File: config.mk
export PLATFORM = sky130hd
export DESIGN_NAME = ntt_sched
export DESIGN_NICKNAME = d
export VERILOG_FILES = /design/src/rtl/ntt_sched.sv
export SDC_FILE = /design/constraint.sdc
export NUM_CORES = 1
export LEC_CHECK = 0
export BUFFER_PORTS_ARGS = -buffer_cell sky130_fd_sc_hd__buf_2
export CAP_MARGIN = 0
export CORE_UTILIZATION = 53
export DETAILED_ROUTE_END_ITERATION = 10
export PLACE_DENSITY = 0.76
export REMOVE_ABC_BUFFERS = 1
export SYNTH_ARGS = -nofsm -noshare
export SYNTH_HDL_FRONTEND = slang
export SYNTH_SLANG_ARGS = --single-unit
File: constraint.sdc
create_clock -name clk -period 3.7 [get_ports clk]
set_input_delay 0.185 -clock clk [delete_from_list [all_inputs] [get_ports clk]]
set_output_delay 0.185 -clock clk [all_outputs]
set_load 0.01 [all_outputs]
File: src/rtl/ntt_sched.sv
// ntt_sched: address and twiddle sequencer for a 2^LOG_N-point NTT/INTT
// butterfly datapath. One butterfly per cycle per stage, a drain gap of
// BT_LAT+1 cycles between stages, and write-back addresses delayed to
// line up with the butterfly pipeline.
module ntt_sched #(
  parameter int unsigned LOG_N  = 8,
  parameter int unsigned BT_LAT = 2
) (
  input  logic                       clk,
  input  logic                       reset,
  input  logic                       start,
  input  logic                       mode,
  output logic                       busy,
  output logic                       done,
  output logic                       rd_en,
  output logic [LOG_N-1:0]           rd_addr0,
  output logic [LOG_N-1:0]           rd_addr1,
  output logic [LOG_N-1:0]           zeta_addr,
  output logic                       zeta_neg,
  output logic                       wr_en,
  output logic [LOG_N-1:0]           wr_addr0,
  output logic [LOG_N-1:0]           wr_addr1,
  output logic [$clog2(LOG_N)-1:0]   stage
);

  localparam int unsigned SW = $clog2(LOG_N);
  localparam int unsigned BW = LOG_N - 1;
  localparam int unsigned DW = $clog2(BT_LAT + 1) + 1;

  localparam logic [SW-1:0]    LAST_S     = SW'(LOG_N - 1);
  localparam logic [SW-1:0]    S_ONE      = SW'(1);
  localparam logic [BW-1:0]    LAST_B     = '1;
  localparam logic [BW-1:0]    B_ONE      = BW'(1);
  localparam logic [DW-1:0]    DRAIN_LAST = DW'(BT_LAT);
  localparam logic [DW-1:0]    D_ONE      = DW'(1);
  localparam logic [LOG_N-1:0] W_ONE      = LOG_N'(1);
  localparam logic [LOG_N-1:0] W_ALL      = '1;

  typedef enum logic [1:0] {S_IDLE, S_ISSUE, S_DRAIN, S_DONE} state_t;

  state_t          r_state, w_nxt_state;
  logic [BW-1:0]   r_b,     w_nxt_b;
  logic [SW-1:0]   r_s,     w_nxt_s;
  logic            r_mode,  w_nxt_mode;
  logic [DW-1:0]   r_dcnt,  w_nxt_dcnt;

  // Output-side combinational values, computed for the upcoming cycle
  logic            w_issue;
  logic            w_busy;
  logic            w_done;
  logic [SW-1:0]   w_lg;
  logic [LOG_N-1:0] w_bx, w_len, w_g, w_o, w_a0, w_a1, w_k;
  logic [LOG_N-1:0] w_rd0, w_rd1, w_zk;

  // Registered outputs
  logic            r_busy, r_done, r_rd_en, r_zeta_neg;
  logic [LOG_N-1:0] r_rd_addr0, r_rd_addr1, r_zeta_addr;
  logic [SW-1:0]   r_stage;

  // Write-back delay line: slot 0 holds last cycle's read, slot BT_LAT is the tail
  logic [BT_LAT:0]              r_dl_v;
  logic [BT_LAT:0][LOG_N-1:0]   r_dl_a0;
  logic [BT_LAT:0][LOG_N-1:0]   r_dl_a1;

  // FSM state and loop counters
  always_ff @(posedge clk or posedge reset) begin
    if (reset) begin
      r_state <= S_IDLE;
      r_b     <= '0;
      r_s     <= '0;
      r_mode  <= 1'b0;
      r_dcnt  <= '0;
    end else begin
      r_state <= w_nxt_state;
      r_b     <= w_nxt_b;
      r_s     <= w_nxt_s;
      r_mode  <= w_nxt_mode;
      r_dcnt  <= w_nxt_dcnt;
    end
  end

  // Next-state and counter update
  always_comb begin
    w_nxt_state = r_state;
    w_nxt_b     = r_b;
    w_nxt_s     = r_s;
    w_nxt_mode  = r_mode;
    w_nxt_dcnt  = r_dcnt;
    unique case (r_state)
      S_IDLE: begin
        if (start) begin
          w_nxt_state = S_ISSUE;
          w_nxt_mode  = mode;
          w_nxt_s     = '0;
          w_nxt_b     = '0;
        end
      end
      S_ISSUE: begin
        if (r_b == LAST_B) begin
          w_nxt_state = S_DRAIN;
          w_nxt_dcnt  = '0;
        end else begin
          w_nxt_b = r_b + B_ONE;
        end
      end
      S_DRAIN: begin
        if (r_dcnt == DRAIN_LAST) begin
          if (r_s == LAST_S) begin
            w_nxt_state = S_DONE;
          end else begin
            w_nxt_state = S_ISSUE;
            w_nxt_s     = r_s + S_ONE;
            w_nxt_b     = '0;
          end
        end else begin
          w_nxt_dcnt = r_dcnt + D_ONE;
        end
      end
      S_DONE: begin
        w_nxt_state = S_IDLE;
      end
      default: begin
        w_nxt_state = S_IDLE;
      end
    endcase
  end

  // Output decode from the next state so every output can be registered.
  // (N >> s) - 1 is computed as all-ones >> s to stay within LOG_N bits.
  always_comb begin
    w_issue = (w_nxt_state == S_ISSUE);
    w_busy  = (w_nxt_state == S_ISSUE) || (w_nxt_state == S_DRAIN);
    w_done  = (w_nxt_state == S_DONE);
    w_lg    = w_nxt_mode ? w_nxt_s : (LAST_S - w_nxt_s);
    w_bx    = {1'b0, w_nxt_b};
    w_len   = W_ONE << w_lg;
    w_g     = w_bx >> w_lg;
    w_o     = w_bx & (w_len - W_ONE);
    w_a0    = ((w_g << w_lg) << 1) | w_o;
    w_a1    = w_a0 | w_len;
    w_k     = w_nxt_mode ? ((W_ALL >> w_nxt_s) - w_g) : ((W_ONE << w_nxt_s) + w_g);
    w_rd0   = w_issue ? w_a0 : '0;
    w_rd1   = w_issue ? w_a1 : '0;
    w_zk    = w_issue ? w_k  : '0;
  end

  // Output registers
  always_ff @(posedge clk or posedge reset) begin
    if (reset) begin
      r_busy      <= 1'b0;
      r_done      <= 1'b0;
      r_rd_en     <= 1'b0;
      r_rd_addr0  <= '0;
      r_rd_addr1  <= '0;
      r_zeta_addr <= '0;
      r_zeta_neg  <= 1'b0;
      r_stage     <= '0;
    end else begin
      r_busy      <= w_busy;
      r_done      <= w_done;
      r_rd_en     <= w_issue;
      r_rd_addr0  <= w_rd0;
      r_rd_addr1  <= w_rd1;
      r_zeta_addr <= w_zk;
      r_zeta_neg  <= w_nxt_mode;
      r_stage     <= w_nxt_s;
    end
  end

  // Write-back delay line matching RAM read latency plus butterfly latency
  always_ff @(posedge clk or posedge reset) begin
    if (reset) begin
      r_dl_v  <= '0;
      r_dl_a0 <= '0;
      r_dl_a1 <= '0;
    end else begin
      r_dl_v[0]  <= r_rd_en;
      r_dl_a0[0] <= r_rd_addr0;
      r_dl_a1[0] <= r_rd_addr1;
      for (int unsigned i = 1; i <= BT_LAT; i++) begin
        r_dl_v[i]  <= r_dl_v[i-1];
        r_dl_a0[i] <= r_dl_a0[i-1];
        r_dl_a1[i] <= r_dl_a1[i-1];
      end
    end
  end

  assign busy      = r_busy;
  assign done      = r_done;
  assign rd_en     = r_rd_en;
  assign rd_addr0  = r_rd_addr0;
  assign rd_addr1  = r_rd_addr1;
  assign zeta_addr = r_zeta_addr;
  assign zeta_neg  = r_zeta_neg;
  assign stage     = r_stage;
  assign wr_en     = r_dl_v[BT_LAT];
  assign wr_addr0  = r_dl_a0[BT_LAT];
  assign wr_addr1  = r_dl_a1[BT_LAT];

endmodule

==> results.env <==
WORST_EP_ARRIVAL_TIME_PS=4120
FP-ROW-COUNT=33
CLKTRANSATPATHREGS_PS=100
NUMBER_OF_FLOPS_MAPPED_TO_ENABLE_CELLS_BY_YOSYS=0
FINAL-SETUP-VIOL-COUNT=4
REG_TO_REG_END='zeta_addr[6]'
WORST_PATH_LARGEST_CELL_DELAY_PS=440
GRT_PASS1_VIAS=3665
SYNTH_AREA_LEADERS='sky130_fd_sc_hd__dfrtp_1 52%, sky130_fd_sc_hd__ha_1 5.0%, sky130_fd_sc_hd__a21oi_1 3.5%, sky130_fd_sc_hd__nor2_1 3.4%, sky130_fd_sc_hd__nand2_1 3.0%'
HPWL_MM=7.72
START_UTIL_PCT=55.0
TIMING.HOLD.WORST_ENDPOINT='r_dl_a1[9]'
PERIOD_SHARE_PCT=104
WORST_PIN_SLEW_PS=757
CP.REQUIRED_PS=3960
CLOCK.FMAX_MHz=259
WORST_CLOCK_SKEW_PS=15.5
ANTENNA_FOUND_INITIAL=0
WORSTPATHMAXFANOUT=5
NUMBER_OF_CLOCK_SINKS_SEEN_BY_CTS=94
POST_ROUTE_CELLS_DRIVE_ABOVE_1_SHARE_PCT=39.5
RUN_STATUS='finished with violations'
SYNTHDOMINANTCELLAREASHARE_PCT=52.0
TIMING_WORST_SETUP_PATH_TYPE='reg2reg'
CRITICAL_PATH_LAUNCH_POINT_TYPE='register'
ASYNC_RESET_FF_SHARE_PCT=100
FP.COREAREA_MM2=0.00822
MIN_PATH_CELLS=0
ITERATION_COUNT_OF_THE_INITIAL_DETAILED_ROUTING_PASS=5
TIMING.CRITICAL_PATH.CELLS='inv_2 -> ha_4 -> and4bb_4 -> nand3_1 -> and3_4 -> xnor2_1 -> nand3_1 -> o21a_1 -> ha_1 -> nor2b_1 -> o21ai_1 -> nand3b_1 -> a21oi_2 -> a41oi_2 -> o21ai_1 -> xnor2_1 -> mux2i_1 -> o31a_1'
MAXIMUM_CLOCK_INSERTION_BUFFER_COUNT=2
FINAL_UTIL_PCT=72.1
PERIOD_NEEDED_PS=3860
YS_SEQ_ELEMENTS=94
CTS-BUFFERS-INSERTED=9
FILL_CELLS=590
SYN_INST=431
SETUP_WS_PS=-162
TRACK_USAGE_PCT=26.3
IR_DROP_uV=475
SYNTHESIS.AREA_PER_INSTANCE_UM2=10.5
CPMAXSTAGEDELAYCELL='sky130_fd_sc_hd__xnor2_1'
REPORT.FINAL.SLEW_VIOL_COUNT=0
POSTROUTEWIRELENGTH_MM=11.4
MIN_PATH_TYPE='reg2reg'
FAILED_CHECKS='setup timing'
FINALPOWER_mW=5.61
SYNTH_FF_TYPE='sky130_fd_sc_hd__dfrtp_1'
MAXSLEWHEADROOM_PCT=49.5
CHIPHEIGHT_UM=94.4
FLOORPLAN.DIE.WIDTH_UM=94.4
H-TREE-DEPTH=3
LAYOUT-AREA-OVERHEAD-VS-SYNTH_PCT=31.1
FIRST_PASS_GRT_WIRE_LENGTH_MM=17.6
SYNTHDOMINANTAREACELLTYPE='sky130_fd_sc_hd__dfrtp_1'
SEQ_AREA_FRAC_SYNTH_PCT=52.0
PLACEMENT.IO_BUFFERS=51
REGTOREGSTARTPOINT='r_dcnt[0]'
POWER.DENSITY_mW_PER_MM2=947
IO-PIN-COUNT=52
DRT_ITER0_DRC=332
DESIGN.DIE.AREA_MM2=0.00890
HOLD_VIOLATIONS=0
HP-START='r_dl_a1[1]'
RSZ0062_AT_GRT='true'
ROOT_BUFFER='sky130_fd_sc_hd__clkbuf_8'
CLK-INSERTION-DELAY-LATE_PS=360
CP-END-KIND='register'
OVERFLOW=0
DETAIL_ROUTE.DRC_VIOLATIONS=0
POSTROUTEANTENNANETS=0
REGTOREGSETUPSLACK_PS=-160
CAP_VIOLATIONS=0
SYNTHESIS.AREA_MM2=0.00452
ROUTED_VIAS_INST=5.69
LAYOUT.NETS=587
PRECTSSETUPSLACK_PS=-387
R2R_CELLS=18
WIRE_PER_INST_UM=16.9
SYNTH-WARNING-COUNT=0
GLOBALPLACE.CONGESTION=0.966
CTS_TREE='done'
VIAS=3837
YS_TYPES=65
POWER.LEAKAGE_nW=2.90
ANTENNA-DIODE-COUNT=0
LARGEST_NET_DEGREE_AT_THE_START_OF_GLOBAL_ROUTING=66
## per-stage QoR
stage | instances | setup TNS [ps] | hold WS (ps) | area [um2]
after floorplan | 399 | -1890 | 331 | 4330
after global placement | 643 | -658 | 246 | 5370
after detailed placement | 643 | -989 | 249 | 5370
after CTS | 669 | -125 | 348 | 5770
after global routing | 674 | -1120 | 365 | 5930
final | 674 | -333 | 349 | 5930
## critical path: cells and delay by family, from the launching register on
kind | cells | cell delay (ps)
flops | 1 | 410
xor+xnor | 2 | 580
mux | 1 | 90
fa+ha+maj | 2 | 470
buf+inv | 1 | 80
compound gates | 6 | 1120
simple gates | 6 | 990
## what timing repair did
action | 4_1_cts | 5_1_grt
hold endpoints to repair | 29 | 0
buffers inserted | 9 | 5
pin swaps | 14 | 24
gates resized for setup | 32 | 26
endpoints found under the setup margin | 4 | 6
hold buffers | 1 | 0
## worst max-delay path by stage
stage,depth (start not counted),startpoint,slack (ps),endpoint
after floorplan,18,r_state[1],-650,zeta_addr[6]
after global placement,18,r_state[0],-310,zeta_addr[4]
after detailed placement,18,r_state[1],-390,zeta_addr[4]
after CTS,17,r_state[1],-80,zeta_addr[7]
after global routing,20,r_dcnt[0],-430,zeta_addr[6]
final,18,r_dcnt[0],-160,zeta_addr[6]
## cells in the final DEF, fill, tap and decap left out, types with 7 or more instances in the layout
cell type and count:
sky130_fd_sc_hd__nor2_1 37, sky130_fd_sc_hd__nand2_1 35, sky130_fd_sc_hd__nand3_1 12, sky130_fd_sc_hd__inv_1 13, sky130_fd_sc_hd__buf_2 51, sky130_fd_sc_hd__clkbuf_8 9, sky130_fd_sc_hd__buf_4 98, sky130_fd_sc_hd__xnor2_1 8
sky130_fd_sc_hd__a21oi_1 25, sky130_fd_sc_hd__ha_1 12, sky130_fd_sc_hd__and3_1 8, sky130_fd_sc_hd__dfrtp_1 92, sky130_fd_sc_hd__o211ai_1 8, sky130_fd_sc_hd__mux2i_1 7, sky130_fd_sc_hd__o21ai_0 15, sky130_fd_sc_hd__a21oi_2 8
## kinds of logic (layout without fill, tap and decap cells)
family          after synthesis  count (layout)  synth area share [%]
xor+xnor                     14              14                  3.21
simple gates                136             136                  14.9
compound gates              105             105                  15.7
fa+ha+maj                    19              19                  5.42
flops                        94              94                  52.0
buf+inv                      52             190                  5.98
mux                          11              11                  2.74
## layout make-up
cell class,count,area (um2),area share [%]
sequential,94,2350,39.7
multi-input combinational,285,2120,35.8
timing repair buffer,154,1050,17.7
tap,105,131,2.22
clock buffer,10,128,2.15
inverter,20,76.3,1.29
clock inverter,6,68.8,1.16
## Yosys cell counts, drive strengths merged, types with 3 or more instances
master and count:
o211ai 8, nor2 41, nand2b 3, a22oi 4, o31ai 3, a21oi 33
buf 22, or3 3, nor2b 5, nand4 4, a21o 3, clkbuf 10
o21a 4, a31o 3, xnor2 12, mux2i 10, a31oi 4, and2 6
ha 18, o21ai 23, and3 9, dfrtp 94, nand3 13, inv 20
nor3 5, nand2 36
## power breakdown
part	leakage [nW]	switching [mW]	internal, mW	total, mW
Combinational	1.63	1.73	1.60	3.33
Sequential	1.17	0.173	1.43	1.61
Clock	0.0973	0.358	0.318	0.676
Total	2.90	2.26	3.35	5.61
## sequential cells by signal, indices dropped and copies added, names as in the netlist
signal and count:
r_dl_a0 16, r_dl_a1 16, rd_addr0 8, rd_addr1 8, wr_addr0 8, wr_addr1 8
zeta_addr 8, r_b 7, r_dcnt 3, r_dl_v 3, stage 3, r_state 2
busy 1, done 1, rd_en 1, zeta_neg 1
## metal layers
layer / track usage, % / up-vias / wire length, um
met5: 0 / - / 0
met4: 9.62 / 0 / 384
met3: 4.91 / 41 / 754
met2: 43.7 / 194 / 5420
met1: 34.4 / 1838 / 4870
li1: - / 1764 / -
Power figures use the tool's default switching activity.
